**src/rtl/pipe_pkg.sv**
```systemverilog
// Shared types and constants for the decode-to-execute pipeline stage:
// control word layout, opcode encodings and the immediate selector.
package pipe_pkg;

  typedef struct packed {
    logic [3:0] alu_op;
    logic       use_imm;
    logic       reg_write;
    logic       mem_read;
    logic       mem_write;
    logic       branch;
    logic       branch_cond;
  } ctrl_t;

  localparam ctrl_t CTRL_NOP = ctrl_t'(10'b0);

  localparam logic [5:0] OP_LDR = 6'h20;
  localparam logic [5:0] OP_STR = 6'h21;
  localparam logic [5:0] OP_B   = 6'h30;
  localparam logic [5:0] OP_BEQ = 6'h31;
  localparam logic [5:0] OP_NOP = 6'h3F;

  // Opcode class is carried in opcode[5:4]; 0x00-0x0F and 0x10-0x1F.
  localparam logic [1:0] CLS_ALU_REG = 2'b00;
  localparam logic [1:0] CLS_ALU_IMM = 2'b01;

  typedef enum logic [1:0] {
    IMM_NONE = 2'd0,
    IMM_Z15  = 2'd1,
    IMM_S10  = 2'd2,
    IMM_S20  = 2'd3
  } imm_sel_e;

  function automatic logic [15:0] sat_inc16(input logic [15:0] v);
    return (v == 16'hFFFF) ? v : v + 16'd1;
  endfunction

endpackage

```
**src/rtl/id_ex_stage_ctrl_decode.sv**
```systemverilog
// Combinational opcode decoder: control word, source-register usage,
// illegal-opcode flag and immediate format selection.
module ctrl_decode
  import pipe_pkg::*;
(
  input  logic [5:0] opcode_i,
  output ctrl_t      ctrl_o,
  output logic       uses_rn_o,
  output logic       uses_rm_o,
  output logic       illegal_o,
  output imm_sel_e   imm_sel_o
);

  // Opcode to control word; undefined opcodes fall back to a NOP marked illegal
  always_comb begin
    ctrl_o    = CTRL_NOP;
    uses_rn_o = 1'b0;
    uses_rm_o = 1'b0;
    illegal_o = 1'b0;
    imm_sel_o = IMM_NONE;
    if (opcode_i[5:4] == CLS_ALU_REG) begin
      ctrl_o.alu_op    = opcode_i[3:0];
      ctrl_o.reg_write = 1'b1;
      uses_rn_o        = 1'b1;
      uses_rm_o        = 1'b1;
    end else if (opcode_i[5:4] == CLS_ALU_IMM) begin
      ctrl_o.alu_op    = opcode_i[3:0];
      ctrl_o.use_imm   = 1'b1;
      ctrl_o.reg_write = 1'b1;
      uses_rn_o        = 1'b1;
      imm_sel_o        = IMM_Z15;
    end else begin
      case (opcode_i)
        OP_LDR: begin
          ctrl_o.use_imm   = 1'b1;
          ctrl_o.mem_read  = 1'b1;
          ctrl_o.reg_write = 1'b1;
          uses_rn_o        = 1'b1;
          imm_sel_o        = IMM_S10;
        end
        OP_STR: begin
          ctrl_o.use_imm   = 1'b1;
          ctrl_o.mem_write = 1'b1;
          uses_rn_o        = 1'b1;
          uses_rm_o        = 1'b1;
          imm_sel_o        = IMM_S10;
        end
        OP_B: begin
          ctrl_o.branch = 1'b1;
          imm_sel_o     = IMM_S20;
        end
        OP_BEQ: begin
          ctrl_o.branch      = 1'b1;
          ctrl_o.branch_cond = 1'b1;
          uses_rn_o          = 1'b1;
          uses_rm_o          = 1'b1;
          imm_sel_o          = IMM_S10;
        end
        OP_NOP: begin
          ctrl_o = CTRL_NOP;
        end
        default: begin
          illegal_o = 1'b1;
        end
      endcase
    end
  end

endmodule

```
**src/rtl/id_ex_stage.sv**
```systemverilog
// ID/EX pipeline register with immediate extension, load-use hazard
// detection, branch flush, execute-busy hold and a bubble counter.
module id_ex_stage
  import pipe_pkg::*;
#(
  parameter int DW  = 32,
  parameter int PCW = 16,
  parameter int RW  = 5
) (
  input  logic           clk,
  input  logic           rst,
  input  logic           id_valid_i,
  input  logic [PCW-1:0] id_pc_i,
  input  logic [5:0]     opcode_i,
  input  logic [RW-1:0]  rd_i,
  input  logic [RW-1:0]  rn_i,
  input  logic [RW-1:0]  rm_i,
  input  logic [9:0]     imm10_i,
  input  logic [14:0]    imm15_i,
  input  logic [19:0]    imm20_i,
  input  logic [DW-1:0]  rd1_i,
  input  logic [DW-1:0]  rd2_i,
  input  logic           ex_hold_i,
  input  logic           flush_i,
  output logic           stall_o,
  output logic           ex_valid_o,
  output logic [PCW-1:0] ex_pc_o,
  output ctrl_t          ex_ctrl_o,
  output logic [RW-1:0]  ex_rd_o,
  output logic [RW-1:0]  ex_rn_o,
  output logic [RW-1:0]  ex_rm_o,
  output logic [DW-1:0]  ex_a_o,
  output logic [DW-1:0]  ex_b_o,
  output logic [DW-1:0]  ex_imm_o,
  output logic           illegal_o,
  output logic [15:0]    bubble_cnt_o
);

  ctrl_t    dec_ctrl_s;
  logic     uses_rn_s;
  logic     uses_rm_s;
  logic     dec_illegal_s;
  imm_sel_e imm_sel_s;
  logic [DW-1:0] imm_ext_s;
  logic          lu_s;

  logic           ex_valid_q, ex_valid_d;
  logic [PCW-1:0] ex_pc_q, ex_pc_d;
  ctrl_t          ex_ctrl_q, ex_ctrl_d;
  logic [RW-1:0]  ex_rd_q, ex_rd_d;
  logic [RW-1:0]  ex_rn_q, ex_rn_d;
  logic [RW-1:0]  ex_rm_q, ex_rm_d;
  logic [DW-1:0]  ex_a_q, ex_a_d;
  logic [DW-1:0]  ex_b_q, ex_b_d;
  logic [DW-1:0]  ex_imm_q, ex_imm_d;
  logic           illegal_q, illegal_d;
  logic [15:0]    bubble_cnt_q, bubble_cnt_d;

  ctrl_decode u_ctrl_decode (
    .opcode_i  (opcode_i),
    .ctrl_o    (dec_ctrl_s),
    .uses_rn_o (uses_rn_s),
    .uses_rm_o (uses_rm_s),
    .illegal_o (dec_illegal_s),
    .imm_sel_o (imm_sel_s)
  );

  // Immediate extension selected by the decoder
  always_comb begin
    case (imm_sel_s)
      IMM_Z15: imm_ext_s = {{(DW-15){1'b0}}, imm15_i};
      IMM_S10: imm_ext_s = {{(DW-10){imm10_i[9]}}, imm10_i};
      IMM_S20: imm_ext_s = {{(DW-20){imm20_i[19]}}, imm20_i};
      default: imm_ext_s = {DW{1'b0}};
    endcase
  end

  // A load in EX whose destination the ID instruction reads needs one bubble
  always_comb begin
    lu_s = id_valid_i & ex_valid_q & ex_ctrl_q.mem_read &
           ((uses_rn_s & (rn_i == ex_rd_q)) | (uses_rm_s & (rm_i == ex_rd_q)));
  end

  // Flush kills the stall so the redirected fetch can proceed; reset forces it low
  always_comb begin
    stall_o = rst & ~flush_i & (ex_hold_i | lu_s);
  end

  // Next EX state: flush > hold > load-use bubble > normal capture
  always_comb begin
    ex_valid_d   = ex_valid_q;
    ex_pc_d      = ex_pc_q;
    ex_ctrl_d    = ex_ctrl_q;
    ex_rd_d      = ex_rd_q;
    ex_rn_d      = ex_rn_q;
    ex_rm_d      = ex_rm_q;
    ex_a_d       = ex_a_q;
    ex_b_d       = ex_b_q;
    ex_imm_d     = ex_imm_q;
    illegal_d    = illegal_q;
    bubble_cnt_d = bubble_cnt_q;
    if (flush_i) begin
      ex_valid_d = 1'b0;
      ex_ctrl_d  = CTRL_NOP;
      illegal_d  = 1'b0;
    end else if (ex_hold_i) begin
      ex_valid_d = ex_valid_q;
    end else if (lu_s) begin
      ex_valid_d   = 1'b0;
      ex_ctrl_d    = CTRL_NOP;
      illegal_d    = 1'b0;
      bubble_cnt_d = sat_inc16(bubble_cnt_q);
    end else begin
      ex_valid_d = id_valid_i;
      ex_pc_d    = id_pc_i;
      ex_rd_d    = rd_i;
      ex_rn_d    = rn_i;
      ex_rm_d    = rm_i;
      ex_a_d     = rd1_i;
      ex_b_d     = rd2_i;
      ex_imm_d   = imm_ext_s;
      if (id_valid_i) begin
        ex_ctrl_d = dec_ctrl_s;
        illegal_d = dec_illegal_s;
      end else begin
        ex_ctrl_d = CTRL_NOP;
        illegal_d = 1'b0;
      end
    end
  end

  // EX pipeline registers
  always_ff @(posedge clk or negedge rst) begin
    if (!rst) begin
      ex_valid_q   <= 1'b0;
      ex_pc_q      <= {PCW{1'b0}};
      ex_ctrl_q    <= CTRL_NOP;
      ex_rd_q      <= {RW{1'b0}};
      ex_rn_q      <= {RW{1'b0}};
      ex_rm_q      <= {RW{1'b0}};
      ex_a_q       <= {DW{1'b0}};
      ex_b_q       <= {DW{1'b0}};
      ex_imm_q     <= {DW{1'b0}};
      illegal_q    <= 1'b0;
      bubble_cnt_q <= 16'h0000;
    end else begin
      ex_valid_q   <= ex_valid_d;
      ex_pc_q      <= ex_pc_d;
      ex_ctrl_q    <= ex_ctrl_d;
      ex_rd_q      <= ex_rd_d;
      ex_rn_q      <= ex_rn_d;
      ex_rm_q      <= ex_rm_d;
      ex_a_q       <= ex_a_d;
      ex_b_q       <= ex_b_d;
      ex_imm_q     <= ex_imm_d;
      illegal_q    <= illegal_d;
      bubble_cnt_q <= bubble_cnt_d;
    end
  end

  assign ex_valid_o   = ex_valid_q;
  assign ex_pc_o      = ex_pc_q;
  assign ex_ctrl_o    = ex_ctrl_q;
  assign ex_rd_o      = ex_rd_q;
  assign ex_rn_o      = ex_rn_q;
  assign ex_rm_o      = ex_rm_q;
  assign ex_a_o       = ex_a_q;
  assign ex_b_o       = ex_b_q;
  assign ex_imm_o     = ex_imm_q;
  assign illegal_o    = illegal_q;
  assign bubble_cnt_o = bubble_cnt_q;

endmodule
```
**config.mk**
```make
export PLATFORM = sky130hd
export DESIGN_NAME = id_ex_stage
export DESIGN_NICKNAME = d
export VERILOG_FILES = /design/src/rtl/pipe_pkg.sv /design/src/rtl/id_ex_stage_ctrl_decode.sv /design/src/rtl/id_ex_stage.sv
export SDC_FILE = /design/constraint.sdc
export NUM_CORES = 1
export LEC_CHECK = 0
export ABC_AREA = 1
export BUFFER_PORTS_ARGS = -buffer_cell sky130_fd_sc_hd__buf_2
export CELL_PAD_IN_SITES_DETAIL_PLACEMENT = 2
export CELL_PAD_IN_SITES_GLOBAL_PLACEMENT = 2
export CORE_ASPECT_RATIO = 0.6
export CORE_MARGIN = 2
export CORE_UTILIZATION = 28
export DETAILED_ROUTE_END_ITERATION = 8
export GPL_TIMING_DRIVEN = 1
export MAX_ROUTING_LAYER = met4
export PLACE_DENSITY = 0.87
export SLEW_MARGIN = 20
export SYNTH_ARGS = -nofsm -noshare
export SYNTH_HDL_FRONTEND = slang
export SYNTH_SLANG_ARGS = --single-unit
```
**constraint.sdc**
```tcl
create_clock -name clk -period 3.55 [get_ports clk]
set_input_delay 0.71 -clock clk [delete_from_list [all_inputs] [get_ports clk]]
set_output_delay 0.71 -clock clk [all_outputs]
set_load 0.03 [all_outputs]
```
==> out/qor.csv <==
metric,value,unit
status,"finished, final reports clean",
IO Port Bufs,306,
Critical Path End Type,output pin,
final setup vio count,0,
leakage power,5.303,nW
Final Hold Fails,0,
Slew Limit Headroom,36.62,%
Critical Path Fanout Max,6,
largest net degree at the start of global routing,144,
routability cong.,0.8038,
clock slew at reported path FFs,0.06,ns
Die Width,208.6,um
Pre-Repair DR Iteration Count,4,
Final TNS setup,0,ns
CP required,2.84,ns
R2R Path Start,bubble_cnt_o[0],
Post-CTS Repair Setup Buffers,0,
critical path class,input pin to output pin,
Max Slew Vio Count,0,
CP startpoint kind,input pin,
Layout Nets,1284,
HP Class,input pin to asynchronous set/reset pin,
synthesized net count,1025,
Worst-Skew Late Latency,0.43,ns
CTS tree,yes,
post-DP HPWL,20.48,mm
DR vias/cell,5.001,
crit path from,opcode_i[3],
clock root buffer,clkbuf_16,
WL/cell,19.75,um
first-pass GRT wire length,45.60,mm
Longest Clk Path Bufs,2,
CTS Hold Bufs,0,
Mapped Cells,873,
IO Count,307,
core footprint,24440,sq um
Worst Skew,0.01202,ns
die area,26430,sq um
DIE HEIGHT,126.7,um
Yosys warning count,0,
Area Overhead vs Synth,32.22,%
syn avg cell area,8.052,sq um
Post-DRT Antenna Nets,0,
RSZ-0062 raised after global routing,false,
DRC Markers,0,
f_max,376.0,MHz
Starting Density,28.76,%
initial antenna violation count,2,
H-tree levels,4,
initial DRC count,387,
Post-Syn Area,7029,sq um
final WL,28.97,mm
via count,7337,
worst slew pin tran,0.9471,ns
Num CTS Buffers,17,
vias in the first global route,8036,
highest-count cells in the layout ignoring fill and taps,"nand2_1 (377), buf_2 (305), dfrtp_1 (143), nand4_1 (130), nand3_1 (47)",
fin util,38.02,%
part of the cycle the worst path needs,74.92,%
"most common cell after layout, fill and taps aside",nand2_1,
CP arrival,1.95,ns
# clock sinks,143,
Peak VDD IR,0.3023,mV
minimum clock period,2.660,ns
R2R cell count,9,
"Seq/Total Area, Yosys",50.91,%
PwrDens,523.5,nW/um^2
Row Count,44,
Yosys cell types,30,
Max-cap violations,0,
cts repair resizes,0,
GR Util All Layers,22.86,%
layout cells sized above 1,31.67,%
"flops & latches, synth",143,
grt ovf,0,
[where the power goes]
part           total (mW)  leakage (nW)  switching (mW)  internal, mW
combinational       0.994          3.16           0.722         0.271
clock                1.99         0.309           0.732          1.26
sequential           1.88          1.83          0.0968          1.79
total                4.87          5.30            1.55          3.31
[final timing paths]
kind,endpoint,slack [ns]
setup / recovery,stall_o,0.89
hold / removal,ex_ctrl_o[5],0.35
setup reg to reg,bubble_cnt_o[3],1.29
hold reg to reg,ex_a_o[14],0.47
max in group asynchronous,ex_rd_o[2],2.47
min in group clk,ex_a_o[14],0.47
[cell type report]
type / instances / area (sq um)
Antenna cell: 2 / 5.005
Clock buffer: 19 / 442.9
Clock inverter: 11 / 190.2
Fill cell: 2851 / 15150
Inverter: 32 / 127.6
Multi-Input combinational cell: 622 / 2909
Sequential cell: 143 / 3578
Tap cell: 322 / 402.9
Timing Repair Buffer: 316 / 1638
[metal layers]
layer | routed length [um] | up-vias | track usage (%)
met5 | 0 | - | -
met4 | 274 | 0 | 4.580
met3 | 1854 | 20 | 6.363
met2 | 13510 | 191 | 35.90
met1 | 13330 | 3718 | 29.68
li1 | - | 3408 | -
[worst max-delay path, stage by stage]
cell and delay, ns:
buf_2 0.10, inv_2 0.10, nand3_4 0.12, nand2_1 0.12, nor3b_4 0.34, nand2_4 0.13
a21oi_2 0.13, buf_2 0.21
[flip-flops by register name, summed over array words and instances (netlist names)]
| signal | cells |
|---|---|
| ex_a_o | 32 |
| illegal_o | 1 |
| ex_valid_o | 1 |
| ex_rn_o | 5 |
| ex_pc_o | 16 |
| ex_rm_o | 5 |
| ex_rd_o | 5 |
| ex_b_o | 32 |
| ex_imm_o | 20 |
| ex_ctrl_o | 10 |
| bubble_cnt_o | 16 |
[cell usage after synthesis, drive strengths merged]
| cell | n | area share [%] |
|---|---|---|
| nand2 | 380 | 20 |
| dfrtp | 143 | 51 |
| nand4 | 130 | 12 |
| buf | 52 | 4.8 |
| nand3 | 49 | 3.8 |
| inv | 30 | 1.6 |
| nor2 | 26 | 1.4 |
| clkbuf | 24 | 1.3 |
| nor3 | 11 | 0.93 |
| xnor2 | 9 | 1.1 |
| xor2 | 6 | 0.75 |
| o21ai | 3 | 0.21 |
| a21oi | 2 | 0.20 |
| a31oi | 2 | 0.18 |
| clkinv | 2 | 0.11 |
| nor4 | 2 | 0.18 |
| ha | 1 | 0.18 |
| nor3b | 1 | 0.27 |
[through the flow]
stage | worst slack [ns] | cell area (sq um) | power (mW) | std cells | hold WS (ns)
4_1_cts | 0.8301 | 9289 | 4.924 | 1465 | 0.4554
6_report | 0.8902 | 9294 | 4.865 | 1467 | 0.3527
5_1_grt | 0.6872 | 9294 | 5.080 | 1467 | 0.4952
2_1_floorplan | 0.8026 | 7029 | 2.482 | 873 | 0.4144
3_3_place_gp | 0.9351 | 8656 | 2.872 | 1435 | 0.4489
3_5_place_dp | 0.8885 | 8656 | 2.911 | 1435 | 0.4561
[logic make-up (layout without fill, tap and decap cells)]
kind of cell	after synthesis	in the layout	share of synthesized area (%)
compound gates	7	7	0.5873
xor+xnor	15	15	1.869
fa+ha+maj	1	1	0.1780
buf+inv	108	378	7.779
flops	143	143	50.91
other cells	0	2	0
simple gates	599	599	38.68
Note: power is estimated with default switching activity, not from simulation.
